`src/rtl/idram_arbiter_if.sv`:
```
// Requester-side bus of the idram arbiter: command handshake plus read return.
// The requester drives the master modport, the arbiter the slave modport.
interface idram_arbiter_if #(
  parameter int ADDR_W = 9,
  parameter int DATA_W = 8
);
  logic              req;
  logic              we;
  logic [ADDR_W-1:0] addr;
  logic [DATA_W-1:0] wdata;
  logic              ack;
  logic              rvalid;
  logic [DATA_W-1:0] rdata;

  modport master (
    output req, we, addr, wdata,
    input  ack, rvalid, rdata
  );

  modport slave (
    input  req, we, addr, wdata,
    output ack, rvalid, rdata
  );
endinterface

```
`src/rtl/idram_arbiter.sv`:
```
// Per-access arbiter giving two requesters shared use of the single-port idram.
// Requests are sampled only in IDLE; every output comes straight from a register.
module idram_arbiter #(
  parameter int ADDR_W   = 9,
  parameter int DATA_W   = 8,
  parameter int RR_MODE  = 1,
  parameter int MAX_WAIT = 4
) (
  input  logic              i_clk,
  input  logic              i_rst,
  idram_arbiter_if.slave    a_if,
  idram_arbiter_if.slave    b_if,
  output logic              o_ram_ce,
  output logic              o_ram_we,
  output logic [ADDR_W-1:0] o_ram_addr,
  output logic [DATA_W-1:0] o_ram_din,
  input  logic [DATA_W-1:0] i_ram_dout
);

  localparam int WAIT_W = (MAX_WAIT < 1) ? 1 : $clog2(MAX_WAIT + 1);
  localparam logic [WAIT_W-1:0] WAIT_MAX = WAIT_W'(MAX_WAIT);

  typedef enum logic [1:0] {
    ST_IDLE   = 2'd0,
    ST_CMD    = 2'd1,
    ST_RDWAIT = 2'd2
  } state_t;

  state_t              r_state,    w_state;
  logic                r_owner_b,  w_owner_b;
  logic                r_last_b,   w_last_b;
  logic [WAIT_W-1:0]   r_wait_cnt, w_wait_cnt;
  logic                r_ram_ce,   w_ram_ce;
  logic                r_ram_we,   w_ram_we;
  logic [ADDR_W-1:0]   r_ram_addr, w_ram_addr;
  logic [DATA_W-1:0]   r_ram_din,  w_ram_din;
  logic                r_a_ack,    w_a_ack;
  logic                r_b_ack,    w_b_ack;
  logic                r_a_rvalid, w_a_rvalid;
  logic                r_b_rvalid, w_b_rvalid;
  logic [DATA_W-1:0]   r_a_rdata,  w_a_rdata;
  logic [DATA_W-1:0]   r_b_rdata,  w_b_rdata;
  logic                w_grant_b;

  // Winner selection; only consumed when at least one request is present.
  always_comb begin
    w_grant_b = 1'b0;
    if (a_if.req && b_if.req) begin
      if (RR_MODE != 0) begin
        w_grant_b = ~r_last_b;
      end else begin
        w_grant_b = (r_wait_cnt == WAIT_MAX);
      end
    end else if (b_if.req) begin
      w_grant_b = 1'b1;
    end else begin
      w_grant_b = 1'b0;
    end
  end

  // Next-state and next-output logic; pulses and ram_ce default low.
  always_comb begin
    w_state    = r_state;
    w_owner_b  = r_owner_b;
    w_last_b   = r_last_b;
    w_wait_cnt = r_wait_cnt;
    w_ram_ce   = 1'b0;
    w_ram_we   = 1'b0;
    w_ram_addr = r_ram_addr;
    w_ram_din  = r_ram_din;
    w_a_ack    = 1'b0;
    w_b_ack    = 1'b0;
    w_a_rvalid = 1'b0;
    w_b_rvalid = 1'b0;
    w_a_rdata  = r_a_rdata;
    w_b_rdata  = r_b_rdata;
    case (r_state)
      ST_IDLE: begin
        if (a_if.req || b_if.req) begin
          w_state   = ST_CMD;
          w_owner_b = w_grant_b;
          w_last_b  = w_grant_b;
          w_ram_ce  = 1'b1;
          if (w_grant_b) begin
            w_ram_we   = b_if.we;
            w_ram_addr = b_if.addr;
            w_ram_din  = b_if.wdata;
            w_b_ack    = 1'b1;
          end else begin
            w_ram_we   = a_if.we;
            w_ram_addr = a_if.addr;
            w_ram_din  = a_if.wdata;
            w_a_ack    = 1'b1;
          end
        end else begin
          w_state = ST_IDLE;
        end
        // Starvation guard: counts B's lost arbitrations, saturating.
        if (!b_if.req || w_grant_b) begin
          w_wait_cnt = {WAIT_W{1'b0}};
        end else if (r_wait_cnt != WAIT_MAX) begin
          w_wait_cnt = r_wait_cnt + WAIT_W'(1);
        end else begin
          w_wait_cnt = r_wait_cnt;
        end
      end
      ST_CMD: begin
        w_state = r_ram_we ? ST_IDLE : ST_RDWAIT;
      end
      ST_RDWAIT: begin
        w_state = ST_IDLE;
        if (r_owner_b) begin
          w_b_rdata  = i_ram_dout;
          w_b_rvalid = 1'b1;
        end else begin
          w_a_rdata  = i_ram_dout;
          w_a_rvalid = 1'b1;
        end
      end
      default: begin
        w_state = ST_IDLE;
      end
    endcase
  end

  // State and output registers; reset leaves the pointer favouring A.
  always_ff @(posedge i_clk) begin
    if (i_rst) begin
      r_state    <= ST_IDLE;
      r_owner_b  <= 1'b0;
      r_last_b   <= 1'b1;
      r_wait_cnt <= {WAIT_W{1'b0}};
      r_ram_ce   <= 1'b0;
      r_ram_we   <= 1'b0;
      r_ram_addr <= {ADDR_W{1'b0}};
      r_ram_din  <= {DATA_W{1'b0}};
      r_a_ack    <= 1'b0;
      r_b_ack    <= 1'b0;
      r_a_rvalid <= 1'b0;
      r_b_rvalid <= 1'b0;
      r_a_rdata  <= {DATA_W{1'b0}};
      r_b_rdata  <= {DATA_W{1'b0}};
    end else begin
      r_state    <= w_state;
      r_owner_b  <= w_owner_b;
      r_last_b   <= w_last_b;
      r_wait_cnt <= w_wait_cnt;
      r_ram_ce   <= w_ram_ce;
      r_ram_we   <= w_ram_we;
      r_ram_addr <= w_ram_addr;
      r_ram_din  <= w_ram_din;
      r_a_ack    <= w_a_ack;
      r_b_ack    <= w_b_ack;
      r_a_rvalid <= w_a_rvalid;
      r_b_rvalid <= w_b_rvalid;
      r_a_rdata  <= w_a_rdata;
      r_b_rdata  <= w_b_rdata;
    end
  end

  assign o_ram_ce    = r_ram_ce;
  assign o_ram_we    = r_ram_we;
  assign o_ram_addr  = r_ram_addr;
  assign o_ram_din   = r_ram_din;
  assign a_if.ack    = r_a_ack;
  assign a_if.rvalid = r_a_rvalid;
  assign a_if.rdata  = r_a_rdata;
  assign b_if.ack    = r_b_ack;
  assign b_if.rvalid = r_b_rvalid;
  assign b_if.rdata  = r_b_rdata;

endmodule
```
`src/flat_wrapper.sv`:
```
// flat-port wrapper written by rule: the top's interface ports become plain ports
module idram_arbiter_flat 
#(
  parameter int ADDR_W   = 9,
  parameter int DATA_W   = 8,
  parameter int RR_MODE  = 1,
  parameter int MAX_WAIT = 4
)
  (i_clk, i_rst, o_ram_ce, o_ram_we, o_ram_addr, o_ram_din, i_ram_dout, a_if_req, a_if_we, a_if_addr, a_if_wdata, a_if_ack, a_if_rvalid, a_if_rdata, b_if_req, b_if_we, b_if_addr, b_if_wdata, b_if_ack, b_if_rvalid, b_if_rdata);
  idram_arbiter_if #(.ADDR_W(ADDR_W), .DATA_W(DATA_W)) a_if_i ();
  idram_arbiter_if #(.ADDR_W(ADDR_W), .DATA_W(DATA_W)) b_if_i ();
  input  logic i_clk;
  input  logic i_rst;
  output logic o_ram_ce;
  output logic o_ram_we;
  output logic [ADDR_W-1:0] o_ram_addr;
  output logic [DATA_W-1:0] o_ram_din;
  input  logic [DATA_W-1:0] i_ram_dout;
  input wire logic [$bits(a_if_i.req)-1:0] a_if_req;
  input wire logic [$bits(a_if_i.we)-1:0] a_if_we;
  input wire logic [$bits(a_if_i.addr)-1:0] a_if_addr;
  input wire logic [$bits(a_if_i.wdata)-1:0] a_if_wdata;
  output wire logic [$bits(a_if_i.ack)-1:0] a_if_ack;
  output wire logic [$bits(a_if_i.rvalid)-1:0] a_if_rvalid;
  output wire logic [$bits(a_if_i.rdata)-1:0] a_if_rdata;
  input wire logic [$bits(b_if_i.req)-1:0] b_if_req;
  input wire logic [$bits(b_if_i.we)-1:0] b_if_we;
  input wire logic [$bits(b_if_i.addr)-1:0] b_if_addr;
  input wire logic [$bits(b_if_i.wdata)-1:0] b_if_wdata;
  output wire logic [$bits(b_if_i.ack)-1:0] b_if_ack;
  output wire logic [$bits(b_if_i.rvalid)-1:0] b_if_rvalid;
  output wire logic [$bits(b_if_i.rdata)-1:0] b_if_rdata;
  assign a_if_i.req = a_if_req;
  assign a_if_i.we = a_if_we;
  assign a_if_i.addr = a_if_addr;
  assign a_if_i.wdata = a_if_wdata;
  assign a_if_ack = a_if_i.ack;
  assign a_if_rvalid = a_if_i.rvalid;
  assign a_if_rdata = a_if_i.rdata;
  assign b_if_i.req = b_if_req;
  assign b_if_i.we = b_if_we;
  assign b_if_i.addr = b_if_addr;
  assign b_if_i.wdata = b_if_wdata;
  assign b_if_ack = b_if_i.ack;
  assign b_if_rvalid = b_if_i.rvalid;
  assign b_if_rdata = b_if_i.rdata;
  idram_arbiter #(.ADDR_W(ADDR_W), .DATA_W(DATA_W), .RR_MODE(RR_MODE), .MAX_WAIT(MAX_WAIT)) u_core (.i_clk(i_clk), .i_rst(i_rst), .a_if(a_if_i), .b_if(b_if_i), .o_ram_ce(o_ram_ce), .o_ram_we(o_ram_we), .o_ram_addr(o_ram_addr), .o_ram_din(o_ram_din), .i_ram_dout(i_ram_dout));
endmodule
```
`config.mk`:
```
export PLATFORM = sky130hd
export DESIGN_NAME = idram_arbiter_flat
export DESIGN_NICKNAME = d
export VERILOG_FILES = /design/src/rtl/idram_arbiter_if.sv /design/src/rtl/idram_arbiter.sv /design/src/flat_wrapper.sv
export SDC_FILE = /design/constraint.sdc
export NUM_CORES = 1
export LEC_CHECK = 0
export CORE_MARGIN = 10
export CORE_UTILIZATION = 40
export CTS_CLUSTER_DIAMETER = 30
export CTS_CLUSTER_SIZE = 10
export DETAILED_ROUTE_END_ITERATION = 6
export PLACE_DENSITY = 0.83
export SLEW_MARGIN = 10
export SYNTH_ARGS = -nofsm -noshare
export SYNTH_HDL_FRONTEND = slang
export SYNTH_SLANG_ARGS = --single-unit
```
`constraint.sdc`:
```
create_clock -name i_clk -period 2.6 [get_ports i_clk]
set_input_delay 0.52 -clock i_clk [delete_from_list [all_inputs] [get_ports i_clk]]
set_output_delay 0.52 -clock i_clk [all_outputs]
set_load 0.005 [all_outputs]
```
After elaboration in Yosys (flattened, before gate mapping)
Index checks and enable logic that the tools add are counted.
- bits in registers: 43
- input bits: 48
- output and inout port bits: 39
- equality and inequality tests: 2
- mux-type cells: 13
- bitwise gates (word level): 5
- reductions and logical operators: 9
- operators by type and width (operator ; number):
    $mux 1 ; 9
    $mux 9 ; 1
    $mux 8 ; 1
    $reduce_and 2->1 ; 3
    $not 1->1 ; 5
    $pmux 2 s2 ; 1
    $reduce_or 2->1 ; 2
    $reduce_or 3->1 ; 1
    $eq 2x1->1 const B ; 1
    $eq 2x2->1 const B ; 1
    $logic_not 2->1 ; 1
    $mux 2 ; 1
    $logic_and 1x1->1 ; 1
    $logic_or 1x1->1 ; 1

Longest topological paths before layout
- depth in word-level cells: 3
- depth in mapped cells: 5
- mapped depth without buffers: 3

Worst setup path before layout
OpenSTA, ideal clock, no wires.
- kind: input to register
- start point: in b_if_req
- end point: reg u_core.r_last_b
- setup time: 120 ps
- data arrival time: 1314 ps
- data required time: 2480 ps
- slack: 1167 ps
- stages on the path: 4
- path through: or2_4 -> buf_6 -> and3_1 -> a211o_1
- longest elaborated chain between the ends: 2
- ends and longest elaborated chain (element ; line ; RTL):
    from (decl) ; flat_wrapper.sv:26 ; input wire logic [$bits(b_if_i.req)-1:0] b_if_req;
    $mux 1 (tied with other cells) ; idram_arbiter.sv:54 ; end else if (b_if.req) begin
    $mux 1 or $reduce_and 2->1 (tied branches) ; -- ;
    to (signal assigned) ; idram_arbiter.sv:146 ; r_last_b <= w_last_b;
    to (decl) ; idram_arbiter.sv:31 ; logic r_last_b, w_last_b;
Parallel ways exist; a longest one is shown, timed or not.
A chain may end at the register's enable or synchronous reset.

Worst setup path in the final report
- start point: in a_if_req
- end point: reg u_core.r_ram_din[7] (netlist: u_core.o_ram_din[7])
- longest elaborated chain between the ends: 3
- ends and longest elaborated chain (element ; line ; RTL):
    from (decl) ; flat_wrapper.sv:19 ; input wire logic [$bits(a_if_i.req)-1:0] a_if_req;
    $logic_and 1x1->1 ; idram_arbiter.sv:48 ; if (a_if.req && b_if.req) begin
    $mux 1 ; idram_arbiter.sv:48 ;
    $mux 8 ; idram_arbiter.sv:84 ; if (w_grant_b) begin
    to (signal assigned) ; idram_arbiter.sv:136 ; r_ram_din <= {DATA_W{1'b0}};
    to (signal assigned) ; idram_arbiter.sv:151 ; r_ram_din <= w_ram_din;
    to (decl) ; idram_arbiter.sv:36 ; logic [DATA_W-1:0] r_ram_din, w_ram_din;
Parallel ways exist; a longest one is shown, timed or not.

==> reports/metrics.csv <==
metric,value,unit
Hold Buf Count CTS,0,
"flops & latches, synth",43,
Synth Area in XOR/XNOR,0,
clock-pin slew on the worst setup and hold paths,0.08,ns
mux share of post-synthesis cell area,0.0964,
Hold Fails Final Rpt,0,
r2r startpoint,u_core.r_state[0]$_SDFF_PP0_,
"non-filler cells, final",312,
FP Rows,24,
Worst Hold Launch,u_core.o_ram_we$_SDFF_PP0_,
Compound-Gate Fraction of Synth Area,0.199,
Die Ht,86.4,um
CTS Buffer Depth,2,
Setup crit end kind,flop,
I/O pin count,87,
GR Util met2,0.208,
Core Box Area,0.00432,mm2
relative slew slack,0.436,
WP data arrival,1.84,ns
Final min period,1.70,ns
"Endpoint, Worst Hold",u_core.r_state[1]$_SDFF_PP0_,
sequential-to-total area share from yosys stat,0.488,
half-perimeter wire length after placement,3580,um
reg2reg path depth,3,
CP Class,in2reg,
post-DR vias/cell,4.94,
Hold Crit Depth,1,
1st-pass router iterations,4,
area share of and/or/nand/nor cells after synthesis,0.156,
class of the worst hold path,reg2reg,
worst vdd ir,0.000268,V
Post-CTS Setup Bufs,0,
clk_lat worst skew,0.29,ns
Max Cap Viol,0,
pin count of the biggest net entering global routing,44,
global-route wire length before repair,7670,um
die width,86.4,um
post-route clock period utilization,0.655,
Final #Nets,307,
Wirelength per Cell,15.4,um
Final setup viols,0,
GRT met1 Usage,0.135,
CTS Root Cell,clkbuf_8,
Post-Syn Area per Cell,9.81,um2
FMAX,587,MHz
Fillers,382,
layout cells sized above 1,0.104,
Synth warnings,0,
unrepaired setup endpoints after global routing,no,
post-synth cell types,25,
Leak,1.06,nW
setup_tns,0,ns
n_diodes,0,
Vias,1540,
GPL Wtd Cong,0.746,
Pwr Density,587,mW/mm2
Post-Synth Adder-Cell Area,0,
total grt overflow,0,
Crit Path Max Fanout,21,
r2r endpoint,u_core.b_if.rdata[7]$_SDFFE_PP0P_,
drt total wl,4800,um
Worst Skew,0.00728,ns
total CTS buffers,5,
Synth Net Count,228,
# resized after CTS,0,
antenna violations before repair,0,
Slew Limit Fails,0,
Post-Synthesis Cell Area,0.00177,mm2
GRT met3 Usage,0.0732,
crit start category,input port,
Routed Antenna Nets,0,
Inst Count DP,304,
number of global-route vias before repair,1578,
1st-iter DRT viols,52,
Post-Syn Instances,180,
Layout area overhead,53.9,%
run status,"complete, no violations",
Worst EP required,2.74,ns
Slew @ Worst Pin,0.846,ns
Post-route DRC,0,
CTS tree,done,
Clock Sinks,43,
gr usage total,0.127,
r2r setup slk,1.23,ns
main combinational cell family by area after synthesis,compound AO/OA/AOI/OAI gates,
DIE AREA,0.00747,mm2
starting density of the core,0.408,
busiest layer in global routing,met2,
port bufs,86,
H-tree depth,2,
-- per-stage QoR --
| step | setup slack, ns | area, um2 | utilization | power [W] | hold slack [ns] |
|---|---|---|---|---|---|
| CTS | 0.891 | 2720 | 0.628 | 0.00162 | 0.440 |
| global route | 0.795 | 2720 | 0.628 | 0.00168 | 0.471 |
| detailed placement | 0.581 | 2600 | 0.601 | 0.00108 | 0.435 |
| floorplan | 1.17 | 1770 | - | 0.000913 | 0.425 |
| global placement | 0.611 | 2600 | 0.601 | 0.00108 | 0.425 |
| finish | 0.898 | 2720 | 0.628 | 0.00159 | 0.440 |
-- metal layers --
layer	wire length (um)	up-vias
met4	47	0
met1	1950	690
met2	2310	57
met3	497	6
li1	-	787
met5	0	-
-- sequential cells by signal, indices dropped and copies added (netlist names), 2 cells and up --
name,flops
u_core.r_state,2
u_core.b_if.rdata,8
u_core.o_ram_din,8
u_core.o_ram_addr,9
u_core.a_if.rdata,8
-- final cells by class --
class / count / area (um2) / area share
multi-input combinational: 121 / 802 / 0.295
sequential: 43 / 861 / 0.317
timing repair buffer: 88 / 871 / 0.321
tap: 52 / 65.1 / 0.0240
clock buffer: 6 / 82.6 / 0.0304
clock inverter: 2 / 35.0 / 0.0129
-- synthesized netlist by cell type --
master / number / area (um2)
nor3_1: 3 / 15.0
a211o_1: 1 / 8.76
nor2_1: 20 / 75.1
buf_6: 2 / 22.5
nor2b_1: 1 / 6.26
or2_4: 1 / 8.76
nand2_1: 35 / 131
mux2i_1: 17 / 170
buf_4: 3 / 22.5
clkbuf_1: 6 / 22.5
dfxtp_1: 43 / 861
a21bo_2: 1 / 10.0
nor3b_1: 1 / 7.51
a21boi_0: 1 / 7.51
and3_1: 1 / 6.26
buf_12: 1 / 20.0
nand3b_1: 1 / 7.51
nor4b_1: 1 / 8.76
a311oi_1: 7 / 61.3
a21oi_1: 17 / 85.1
a21boi_4: 1 / 18.8
and2_4: 1 / 8.76
a311oi_2: 10 / 150
o21ba_2: 1 / 10.0
buf_2: 4 / 20.0
-- how the worst max path moves through the flow --
stage | start | to | depth (start not counted)
6_report | a_if_req | u_core.o_ram_din[7]$_SDFFE_PP0P_ | 4
4_1_cts | b_if_req | u_core.o_ram_din[7]$_SDFFE_PP0P_ | 4
2_1_floorplan | b_if_req | u_core.r_last_b$_SDFFE_PP1P_ | 4
5_1_grt | b_if_req | u_core.o_ram_addr[5]$_SDFFE_PP0P_ | 4
3_5_place_dp | b_if_req | u_core.o_ram_din[7]$_SDFFE_PP0P_ | 4
3_3_place_gp | a_if_req | u_core.o_ram_addr[1]$_SDFFE_PP0P_ | 4
-- power breakdown --
group / leakage [nW] / switching, W / internal (W)
Clock: 0.0612 / 0.000219 / 0.000311
Sequential: 0.353 / 0.0000255 / 0.000706
Combinational: 0.648 / 0.000138 / 0.000195
-- cell families (layout without fill, tap and decap cells) --
kind of cell | count (synthesis) | in the layout
AOI/OAI and AO/OA | 39 | 39
buffers and inverters | 16 | 96
muxes | 17 | 17
and+or+nand+nor | 65 | 65
DFF | 43 | 43
-- critical path, stage by stage --
cell	delay [ns]
clkdlybuf4s50_1	0.55
or2_4	0.29
and2_4	0.34
a311oi_2	0.14
-- cells in the final DEF, fill, tap and decap left out --
master and n:
buf_4 2, and2_4 1, a21bo_2 1, nand3b_1 1, o21ba_2 1, a21boi_0 1
a311oi_2 10, a311oi_1 7, clkinv_2 1, clkdlybuf4s50_1 85, a211o_1 1, buf_2 1
clkbuf_8 6, mux2i_1 17, and3_1 1, nor2b_1 1, nor2_1 20, dfxtp_1 43
nor3_1 3, a21oi_1 17, nor3b_2 1, nand2_1 35, nor4b_1 1, or2_4 1
bufinv_16 1, a21boi_4 1
No activity file was read; power rests on OpenSTA's default activity.
==> variant: new RTL, same flow settings <==
`RR_MODE` is set to 1 in 2 places; all go to 0.
--- a/src/rtl/idram_arbiter.sv
+++ b/src/rtl/idram_arbiter.sv
@@ -5,3 +5,3 @@
   parameter int DATA_W   = 8,
-  parameter int RR_MODE  = 1,
+  parameter int RR_MODE  = 0,
   parameter int MAX_WAIT = 4
--- a/src/flat_wrapper.sv
+++ b/src/flat_wrapper.sv
@@ -5,3 +5,3 @@
   parameter int DATA_W   = 8,
-  parameter int RR_MODE  = 1,
+  parameter int RR_MODE  = 0,
   parameter int MAX_WAIT = 4
Behaviour: not the same (a bounded check fails within 4 cycles, from zero or initial values and one cycle with i_rst high).
==> variant against the unedited design <==
Cell area rose by 5.5%; setup slack got worse by 300 ps; wire length rose by 22%; synthesized area rose by 7.3%; synthesized cell count rose by 11%; sequential cell count rose by 2; critical path type unchanged; maximum frequency fell by 15%; global-route usage rose by 2.1 points; total power rose by 2.9%; final cell count rose by 6.4%; critical endpoint is now u_core.o_ram_din[4]$_SDFFE_PP0P_.
==> variant: results (changes against the unedited design) <==
• 1.064 nW — Static Leakage, +0.15%
• 0.04016 — fraction of area in clock buffers and inverters, -0.003141
• 29 — synth unique cells, +16%
• 45 — Seq cells, +4.7%
• 2924 um — met2 WL post-DR, +27%
• 0.4756 — sequential share of the synthesized area, -0.01204
• 0.1471 — Total GRT Usage, +0.02058
• finished, final reports clean — outcome
• 0.2566 — GR Layer Usage met2, +0.04860
• 0.01321 — adder and majority gate portion of the synthesized area, +0.01321
• 46 — pin count of the biggest net entering global routing, +4.5%
• 650 ps — CP max stage delay, +100 ps
• 3 — non-clock inverter count in the final layout, +3
• 2867 um2 — post-route cell area, +5.5%
• 91 — Signal buffers, +3.4%
• 332 — number of non-filler instances in the completed layout, +6.4%
• 0.2127 — share of the synthesized area in compound gates (AO/OA/AOI/OAI), +0.01353
• 1865 — via count of the first global-routing pass, +18%
• 2751 um2 — Area after DPL, +5.9%
• 6.082 ps — clock tree skew after final layout, -1.198 ps
• 2140 ps — data arrival time of the critical path, +300 ps
• 0.04963 — GR Layer Usage met3, -0.02354
• 9149 um — wire length of the first global-routing pass, +19%
• 880.8 um2 — area occupied by multi-input gates, +9.8%
• 338 uW — power drawn by the combinational cells, +2%
• 764 uW — sequential power, +4.5%
• 250 — Synthesized Nets, +9.6%
• 0.6407 — core utilization of the finished layout, +0.01248
• 133 — multi-input gates, +9.9%
• 279.8 ps — placement-stage worst setup slack, -301.3 ps
• 0.2874 mV — Peak VDD IR, +7.1%
• sky130_fd_sc_hd__dfxtp_1 48%, sky130_fd_sc_hd__mux2i_1 9.0%, sky130_fd_sc_hd__a311oi_1 5.5%, sky130_fd_sc_hd__a21oi_1 5.0%, sky130_fd_sc_hd__nand3_1 5.0% — leading cell types by total area after synthesis
• 17.57 um — Wirelength per Cell, +14%
• 0 — share of async-settable or async-resettable flops after synthesis, unchanged
• 0.08983 — mux contribution to synthesized area, -0.006557
• 422.6 uW — Net Sw Power, +11%
• 845.4 ps — slew of the pin with the lowest slew margin, -0.8841 ps
• 454 um — WL met3, -8.7%
• 4235 um — DP Wirelength, +18%
• 133 — starting DRC count in detailed routing, +160%
• 1828 — vias post-DR, +19%
• 2368 um — wire length on met1, +22%
• 0.466 — sequential power share, +0.007
• 0.009247 — Synth Area in XOR/XNOR, +0.009247
• 0.08929 — fraction of final layout cells with drive strength greater than 1, -0.01456
• 17 — CP max FO, -19%
• 0.1655 — met1 track demand over resource, +0.03037
• 9.472 um2 — mean instance size in the synthesized netlist, -3.4%
• 5 — number of clock-tree buffers in the layout, -1
• 900.9 um2 — Sequential Area, +4.7%
• 45 x sky130_fd_sc_hd__dfxtp_1, 21 x sky130_fd_sc_hd__nor2_1, 19 x sky130_fd_sc_hd__a21oi_1, 19 x sky130_fd_sc_hd__nand3_1, 19 x sky130_fd_sc_hd__o21ai_0 — ranking of synthesized cells by instance count
• 0.3117 — non-clock buffer area fraction after layout, -0.008935
• sky130_fd_sc_hd__nor2_2 — CP max stage cell
• 0.8114 — routability cong., +8.8%
[variant: changes by cell type after synthesis, moves of 3 or more]
cell	unedited run	this run
sky130_fd_sc_hd__a311oi_1	7	12
sky130_fd_sc_hd__a311oi_2	10	5
sky130_fd_sc_hd__buf_2	4	7
sky130_fd_sc_hd__nand2_1	35	0
sky130_fd_sc_hd__nand3_1	0	19
sky130_fd_sc_hd__o21ai_0	0	19
[variant: worst paths after layout]
check                                     from  cells after the start                                to  slack [ps]
hold / removal      u_core.o_ram_we$_SDFF_PP0_                      1      u_core.r_state[1]$_SDFF_PP0_         420
setup reg to reg  u_core.r_state[0]$_SDFF_PP0_                      3  u_core.o_ram_din[4]$_SDFFE_PP0P_         930
hold reg to reg     u_core.o_ram_we$_SDFF_PP0_                      1      u_core.r_state[1]$_SDFF_PP0_         420
setup / recovery                      b_if_req                      4  u_core.o_ram_din[4]$_SDFFE_PP0P_         600
